<file path="config.mk">
export PLATFORM = sky130hd
export DESIGN_NAME = imem_loader
export DESIGN_NICKNAME = d
export VERILOG_FILES = /design/src/rtl/imem_loader.sv
export SDC_FILE = /design/constraint.sdc
export NUM_CORES = 1
export LEC_CHECK = 0
export BUFFER_PORTS_ARGS = -buffer_cell sky130_fd_sc_hd__buf_4
export CORE_UTILIZATION = 57
export CTS_CLUSTER_SIZE = 25
export DETAILED_ROUTE_END_ITERATION = 6
export PLACE_DENSITY = 0.85
export REMOVE_ABC_BUFFERS = 1
export SLEW_MARGIN = 20
export SYNTH_ARGS = -nofsm -noshare
export SYNTH_HDL_FRONTEND = slang
export SYNTH_SLANG_ARGS = --single-unit
</file>
<file path="constraint.sdc">
create_clock -name i_clk -period 2.19 [get_ports i_clk]
set_input_delay 0.438 -clock i_clk [delete_from_list [all_inputs] [get_ports i_clk]]
set_output_delay 0.438 -clock i_clk [all_outputs]
set_load 0.01 [all_outputs]
</file>
<file path="src/rtl/imem_loader.sv">
// imem_loader: assembles a length-prefixed byte stream into 16-bit words for instruction memory.
// Latency: one write strobe the cycle after each lo data byte; cpu_run follows the last write.
// Backpressure: i_in_ready low in DONE/ERROR and during each write cycle (one bubble per word).
//
// Stream: header N (hi, lo), N data words (hi, lo), and a checksum word when
// LOADER_CHECKSUM_EN is defined (16-bit running sum over the data words only).
//
// Ports:
//   i_clk          system clock, rising edge
//   i_reset        asynchronous active-low reset
//   i_reload       synchronous restart; wins over a coincident byte transfer
//   i_in_data      host byte
//   i_in_valid     host byte valid
//   o_in_ready     loader accepts a byte this cycle
//   o_imem_we      one-cycle instruction memory write strobe
//   o_imem_addr    write address (holds after the strobe)
//   o_imem_wdata   write data (holds after the strobe)
//   o_cpu_run      image complete, CPU may run
//   o_load_err     sticky error flag (oversized header or checksum mismatch)
module imem_loader #(
  parameter int ADDR_W = 8
) (
  input  logic              i_clk,
  input  logic              i_reset,
  input  logic              i_reload,
  input  logic [7:0]        i_in_data,
  input  logic              i_in_valid,
  output logic              o_in_ready,
  output logic              o_imem_we,
  output logic [ADDR_W-1:0] o_imem_addr,
  output logic [15:0]       o_imem_wdata,
  output logic              o_cpu_run,
  output logic              o_load_err
);

  typedef enum logic [2:0] {
    S_HDR_HI,
    S_HDR_LO,
    S_DATA_HI,
    S_DATA_LO,
`ifdef LOADER_CHECKSUM_EN
    S_CHK_HI,
    S_CHK_LO,
`endif
    S_DONE,
    S_ERROR
  } state_t;

`ifdef LOADER_CHECKSUM_EN
  localparam state_t LP_AFTER_DATA = S_CHK_HI;
`else
  localparam state_t LP_AFTER_DATA = S_DONE;
`endif

  // Largest legal word count: the full memory depth.
  localparam logic [16:0] LP_MAX_N = 17'd1 << ADDR_W;

  state_t            r_state;
  state_t            w_state_nxt;
  logic              r_live;     // low only until the first edge after reset
  logic              r_we;
  logic [7:0]        r_hi;
  logic [ADDR_W:0]   r_n;
  logic [ADDR_W:0]   r_cnt;
  logic [ADDR_W-1:0] r_addr;     // next address to write
  logic [ADDR_W-1:0] r_wr_addr;
  logic [15:0]       r_wr_data;
`ifdef LOADER_CHECKSUM_EN
  logic [15:0]       r_sum;
`endif

  logic              w_accept;
  logic              w_loading;
  logic [15:0]       w_word;
  logic [16:0]       w_word17;
  logic [ADDR_W:0]   w_cnt_inc;
  logic              w_last;
  logic              w_wr;
  logic              w_take_hi;
  logic              w_take_n;

  assign w_word    = {r_hi, i_in_data};
  assign w_word17  = {1'b0, w_word};
  assign w_cnt_inc = r_cnt + 1'b1;
  assign w_last    = (w_cnt_inc == r_n);
  assign w_loading = (r_state != S_DONE) && (r_state != S_ERROR);
  assign w_accept  = i_in_valid && o_in_ready;

  assign o_in_ready   = r_live && w_loading && !r_we;
  assign o_imem_we    = r_we;
  assign o_imem_addr  = r_wr_addr;
  assign o_imem_wdata = r_wr_data;
  // Held off while the final write strobe is still in flight.
  assign o_cpu_run    = (r_state == S_DONE) && !r_we;
  assign o_load_err   = (r_state == S_ERROR);

  always_ff @(posedge i_clk or negedge i_reset) begin
    if (!i_reset) begin
      r_state <= S_HDR_HI;
    end else begin
      r_state <= w_state_nxt;
    end
  end

  always_comb begin
    w_state_nxt = r_state;
    w_wr        = 1'b0;
    w_take_hi   = 1'b0;
    w_take_n    = 1'b0;
    if (w_accept) begin
      case (r_state)
        S_HDR_HI: begin
          w_take_hi   = 1'b1;
          w_state_nxt = S_HDR_LO;
        end
        S_HDR_LO: begin
          w_take_n = 1'b1;
          if (w_word == 16'd0) begin
            w_state_nxt = LP_AFTER_DATA;
          end else if (w_word17 > LP_MAX_N) begin
            w_state_nxt = S_ERROR;
          end else begin
            w_state_nxt = S_DATA_HI;
          end
        end
        S_DATA_HI: begin
          w_take_hi   = 1'b1;
          w_state_nxt = S_DATA_LO;
        end
        S_DATA_LO: begin
          w_wr        = 1'b1;
          w_state_nxt = w_last ? LP_AFTER_DATA : S_DATA_HI;
        end
`ifdef LOADER_CHECKSUM_EN
        S_CHK_HI: begin
          w_take_hi   = 1'b1;
          w_state_nxt = S_CHK_LO;
        end
        S_CHK_LO: begin
          w_state_nxt = (w_word == r_sum) ? S_DONE : S_ERROR;
        end
`endif
        default: begin
          w_state_nxt = r_state;
        end
      endcase
    end
    // Reload drops any byte transferring this cycle.
    if (i_reload) begin
      w_state_nxt = S_HDR_HI;
      w_wr        = 1'b0;
      w_take_hi   = 1'b0;
      w_take_n    = 1'b0;
    end
  end

  always_ff @(posedge i_clk or negedge i_reset) begin
    if (!i_reset) begin
      r_live    <= 1'b0;
      r_we      <= 1'b0;
      r_hi      <= 8'd0;
      r_n       <= '0;
      r_cnt     <= '0;
      r_addr    <= '0;
      r_wr_addr <= '0;
      r_wr_data <= 16'd0;
`ifdef LOADER_CHECKSUM_EN
      r_sum     <= 16'd0;
`endif
    end else begin
      r_live <= 1'b1;
      r_we   <= w_wr;
      if (i_reload) begin
        r_cnt  <= '0;
        r_addr <= '0;
`ifdef LOADER_CHECKSUM_EN
        r_sum  <= 16'd0;
`endif
      end else begin
        if (w_take_hi) begin
          r_hi <= i_in_data;
        end
        if (w_take_n) begin
          r_n <= w_word17[ADDR_W:0];
        end
        if (w_wr) begin
          r_wr_addr <= r_addr;
          r_wr_data <= w_word;
          // Wraps to 0 after a full-depth image; nothing is written there.
          r_addr    <= r_addr + 1'b1;
          r_cnt     <= w_cnt_inc;
`ifdef LOADER_CHECKSUM_EN
          r_sum     <= r_sum + w_word;
`endif
        end
      end
    end
  end

endmodule

</file>
Yosys cells after proc, flatten, opt, wreduce, memory -nomap -nowiden
Index checks and enable logic that the tools add are counted.
{"block": "word_totals", "out_inout_bits": 28, "input_bits": 12, "elab_cells": 56, "regBits": 63}
{"block": "classes", "eq_ne": 8, "n_mux": 19, "add_sub_neg": 2, "magnitude_cmp": 1, "reduce_logical": 16, "bitwise_logic": 1}
{"operator": "9-bit 2-to-1 mux", "n": 2}
{"operator": "16-bit by 9-bit greater-than comparator with 1-bit output, second input constant", "n": 1}
{"operator": "16-bit zero test", "n": 1}
{"operator": "8-bit 2-to-1 mux", "n": 2}
{"operator": "3-bit 2-to-1 mux", "n": 5}
{"operator": "3-bit case mux with 4 select lines", "n": 1}
{"operator": "9-bit by 1-bit adder with 9-bit output, second input constant", "n": 1}
{"operator": "9-bit equality test", "n": 1}
{"operator": "1-bit 2-to-1 mux", "n": 9}
{"operator": "8-bit by 1-bit adder with 8-bit output, second input constant", "n": 1}
{"operator": "2-bit AND reduction", "n": 4}
{"operator": "3-bit by 2-bit equality test with 1-bit output, second input constant", "n": 2}
{"operator": "3-bit equality test, second input constant", "n": 2}
{"operator": "3-bit != test, second input constant", "n": 2}
{"operator": "1-bit logical AND", "n": 5}
{"operator": "5-bit nonzero test", "n": 1}
{"operator": "2-bit nonzero test", "n": 2}
{"operator": "3-bit by 1-bit equality test with 1-bit output, second input constant", "n": 1}
{"operator": "3-bit zero test", "n": 1}
{"operator": "2-bit OR reduction", "n": 1}
{"operator": "1-bit zero test", "n": 1}
{"operator": "1-bit NOT", "n": 1}

Depth between registers and ports, before layout
{"block": "depth", "depth_word": 9, "ltp_mapped": 8, "mapped_depth_nobuf": 7}

Worst setup path after synthesis
Ideal clock, no wire load.
{"block": "synth_timing", "path_kind": "register -> register", "start": "register r_cnt[0]", "end": "register r_state[2]", "required_ps": 2112, "arrival_ps": 1798, "slack_ps": 314, "path_stages_with_launch": 8, "period_less_slack_ps": 1876, "setup_ps": 78, "n_path_buf": 0, "cell_sequence": "dfrtp_1 ha_1 nand3_1 and3b_1 a2111o_1 a2111oi_4 nand3_1 a21oi_1"}
{"block": "synth_between", "elab_chain_len": 6}
{"element": "start, declared", "line": "64", "source": "logic [ADDR_W:0] r_cnt;"}
{"element": "start signal, assigned", "line": "191", "source": "r_cnt <= w_cnt_inc;"}
{"element": "9-bit by 1-bit adder with 9-bit output", "line": "84", "source": "assign w_cnt_inc = r_cnt + 1'b1;"}
{"element": "9-bit equality test", "line": "85", "source": "assign w_last = (w_cnt_inc == r_n);"}
{"element": "3-bit 2-to-1 mux", "line": "132", "source": "w_state_nxt = w_last ? LP_AFTER_DATA : S_DATA_HI;"}
{"element": "3-bit case mux with 4 select lines", "line": "111", "source": "case (r_state)"}
{"element": "3-bit 2-to-1 mux", "line": "110", "source": "if (w_accept) begin"}
{"element": "3-bit 2-to-1 mux", "line": "149", "source": "if (i_reload) begin"}
{"element": "end signal, assigned", "line": "101", "source": "r_state <= w_state_nxt;"}
{"element": "end, declared", "line": "58", "source": "state_t r_state;"}
No other way between the ends. The select of a mux whose other input is x is not followed.
A chain may end at the register's enable or synchronous reset.

Worst setup path after layout
Same ends and word-level chain as after synthesis.

==> run metrics <==
reg2reg start=r_cnt[0]; Synth Area in Adders=less than 1%; number of synthesized flops with an enable pin=0; I/O Pins=40; Rows=26; post-synthesis cell type count=between 40 and 50; share of cells above drive strength 1=26.0%; RSZ-0062 raised after global routing=no; largest net degree at the start of global routing=64; status=complete, no violations; crit-path most repeated cell=nand3_1; final worst path period share=93.5%; area grow syn2layout=18.3%; Die H=74.7 µm; Hold Path Class=input port to async pin; final setup vio count=0; total track usage=between 20% and 30%; final setup margin=0.142 ns; post-place setup slack=around 0.04 ns; Post-layout nets=between 300 and 400; leak pwr=between 1.5 and 2 nW; Setup Fix Bufs, Post-CTS=0; Clk pin slew, worst setup/hold paths=0.07 ns; minimum clock period=between 2 and 2.5 ns; TritonRoute pass-1 iters=4; final core utilization=~70%; register bit total from synthesis=between 60 and 70; final setup TNS=0 ns; Max VDD drop=691 µV; Compound-Gate Fraction of Synth Area=4.94%; dpl hpwl=4.21 mm; mux cell area share after synthesis=between 6 and 7%; largest family of logic cells by synthesized area=simple AND/OR/NAND/NOR gates; data required time at the worst endpoint=roughly 2.5 ns; worst r2r dst=r_state[2]; Ant. Diodes=0; slowest CP cell=dfrtp_2; fraction of registers with async set/reset=100%; Max Clk Rate=~490 MHz; gr ovfl total=0; root buf cell=clkbuf_8; vias per cell=5.48; Wirelength per Cell=around 15 µm; CP startpoint kind=flip-flop; CTS buffer count=9; fin. max-slew vios=0; Max Buffers Root-to-Sink=2; crit path max fanout=6; gpl congestion=0.900; Worst-Margin Slew=0.769 ns; vias in the first global route=roughly 2,100; Cell Area, Placed=3340 µm²; Reg2Reg Setup Slack=between 0.1 and 0.15 ns; Slew HR=between 40% and 50%; post-route ant nets=0; Initial Utilization=between 50% and 60%; final instance area=approximately 3600 µm²; Syn Std Cell Area=~3000 µm²; Synth Area per Inst=10.1 µm²; element type at the critical path end=flip-flop; Pwr Density=around 780 nW/µm²; H-tree levels=3; CTS sink count=63; DRT iter0 DRCs=169; CTS tree=done; Yosys warning count=0; worst path cell trace=ha_2 -> nand3_1 -> and3b_1 -> a2111o_1 -> a2111oi_4 -> nand3_1 -> a21oi_1; Synth Area in Simple Gates=between 20% and 30%; Yosys top cell area share=around 52%; Die ar.=about 5600 µm²; core area=about 5000 µm²; top cells by area, synth=dfrtp_1 52%, nand2_1 11%, mux2_2 6.3%; Arr. time, crit path=about 2.3 ns; Remaining DRCs=0; first-pass GRT wire length=slightly above 10 mm; Fin. Hold Viols=0; Die W=74.7 µm; Mapped Cells=298; Setup CP Type=flip-flop to flip-flop; final wirelength=6.24 mm; # fillers=roughly 380; FF-to-FF path depth=7; non-filler cells, final=412; Max-Cap Viols=0; xor/xnor share of the synthesized area=8.13%; initial antenna violation count=0; biggest area consumer among synthesized cells=dfrtp_1; Vias=2,256; Final Skew=0.00620 ns; crit-path max cell delay=roughly 0.43 ns; Synth Flop Type=dfrtp_1; dpl cells=around 400; buffers added on ports=39; clock latency on the worst-skew pair=0.34 ns; Seq/Total Area, Yosys=between 50% and 60%
-- cell families after synthesis --
kind of cell,Yosys count
xor gates and xnor gates,28
AOI/OAI and AO/OA,19
and+or+nand+nor,149
DFF,63
adders and majority gates,2
muxes,18
other,1
buffers and inverters,18
-- where the power goes --
part	switching [W]	total [W]	internal, W
sequential	0.0000983	0.00135	0.00125
clock	0.000471	0.00111	0.000641
combinational	0.000142	0.000304	0.000162
total	0.000711	0.00276	0.00205
-- area by class of cell --
| cell class | count | area (µm²) | share of cell area (%) |
|---|---|---|---|
| multi-input combinational | 217 | 1350 | 37.8 |
| tap | 70 | 87.6 | 2.46 |
| inverter | 4 | 15.0 | 0.421 |
| clock inverter | 7 | 97.6 | 2.74 |
| timing repair buffer | 42 | 315 | 8.84 |
| sequential | 63 | 1580 | 44.2 |
| clock buffer | 9 | 124 | 3.47 |
-- layout by cell type (no fill, tap or decap), drive strengths merged, types with 2 or more instances in the layout --
| cell | instances |
|---|---|
| or3 | 2 |
| nand3 | 6 |
| nor4 | 3 |
| nand2 | 86 |
| clkinvlp | 2 |
| mux2 | 17 |
| nor3 | 5 |
| clkbuf | 9 |
| ha | 2 |
| and3 | 4 |
| or4 | 3 |
| nand4 | 5 |
| clkinv | 3 |
| buf | 42 |
| bufinv | 2 |
| xnor2 | 14 |
| xor2 | 14 |
| dfrtp | 63 |
| a21oi | 9 |
| nand2b | 3 |
| inv | 4 |
| nor4b | 2 |
| nor2 | 26 |
-- cells in the mapped netlist, types with 2 or more instances --
master    number
dfrtp_1       63
or3_1          2
buf_2          5
clkbuf_1       5
buf_4          3
inv_1          3
xor2_1        14
nand2_1       86
nand4_1        4
ha_1           2
nand3_1        5
mux2_2        17
a21oi_1        9
nor3_1         5
nor2_1        26
or4_4          2
and3_1         4
xnor2_1       14
nand2b_1       3
-- flip-flops by register name, summed over array words and instances (netlist names) --
name,flops
o_imem_addr,8
o_imem_wdata,16
o_imem_we,1
r_addr,8
r_cnt,9
r_hi,8
r_live,1
r_n,9
r_state,3
-- worst max-delay path: cells and delay by family (launching register included) --
family | cells | cell delay (ns)
compound gates | 3 | 0.79
simple gates | 3 | 0.49
fa+ha+maj | 1 | 0.26
flops | 1 | 0.43
-- how the worst max path moves through the flow --
stage | cells past startpoint | startpoint | to
after floorplan | 6 | o_imem_we | o_imem_addr[0]
after global placement | 7 | r_cnt[0] | r_state[2]
after detailed placement | 7 | r_cnt[0] | r_state[2]
after CTS | 7 | r_cnt[0] | r_state[2]
after global routing | 6 | r_state[2] | o_imem_wdata[9]
final | 7 | r_cnt[0] | r_state[2]
-- timing repair --
action,in CTS,in global routing
gates resized for setup,0,2
hold buffers,0,0
endpoints found under the setup margin,0,1
endpoints found under the hold margin,0,0
-- layer usage --
metal	track usage (%)	vias to the layer above	wire length, µm
met5	0	-	0
met4	10.9	0	98
met3	6.83	9	303
met2	38.8	62	3030
met1	33.5	1116	2810
li1	-	1069	-
-- per-stage QoR --
stage               hold WS, ns  power, W
finish                    0.145   0.00276
global route              0.222   0.00287
CTS                       0.194   0.00278
detailed placement        0.464   0.00167
global placement          0.463   0.00165
floorplan                 0.142   0.00156
Power figures use the tool's default switching activity.
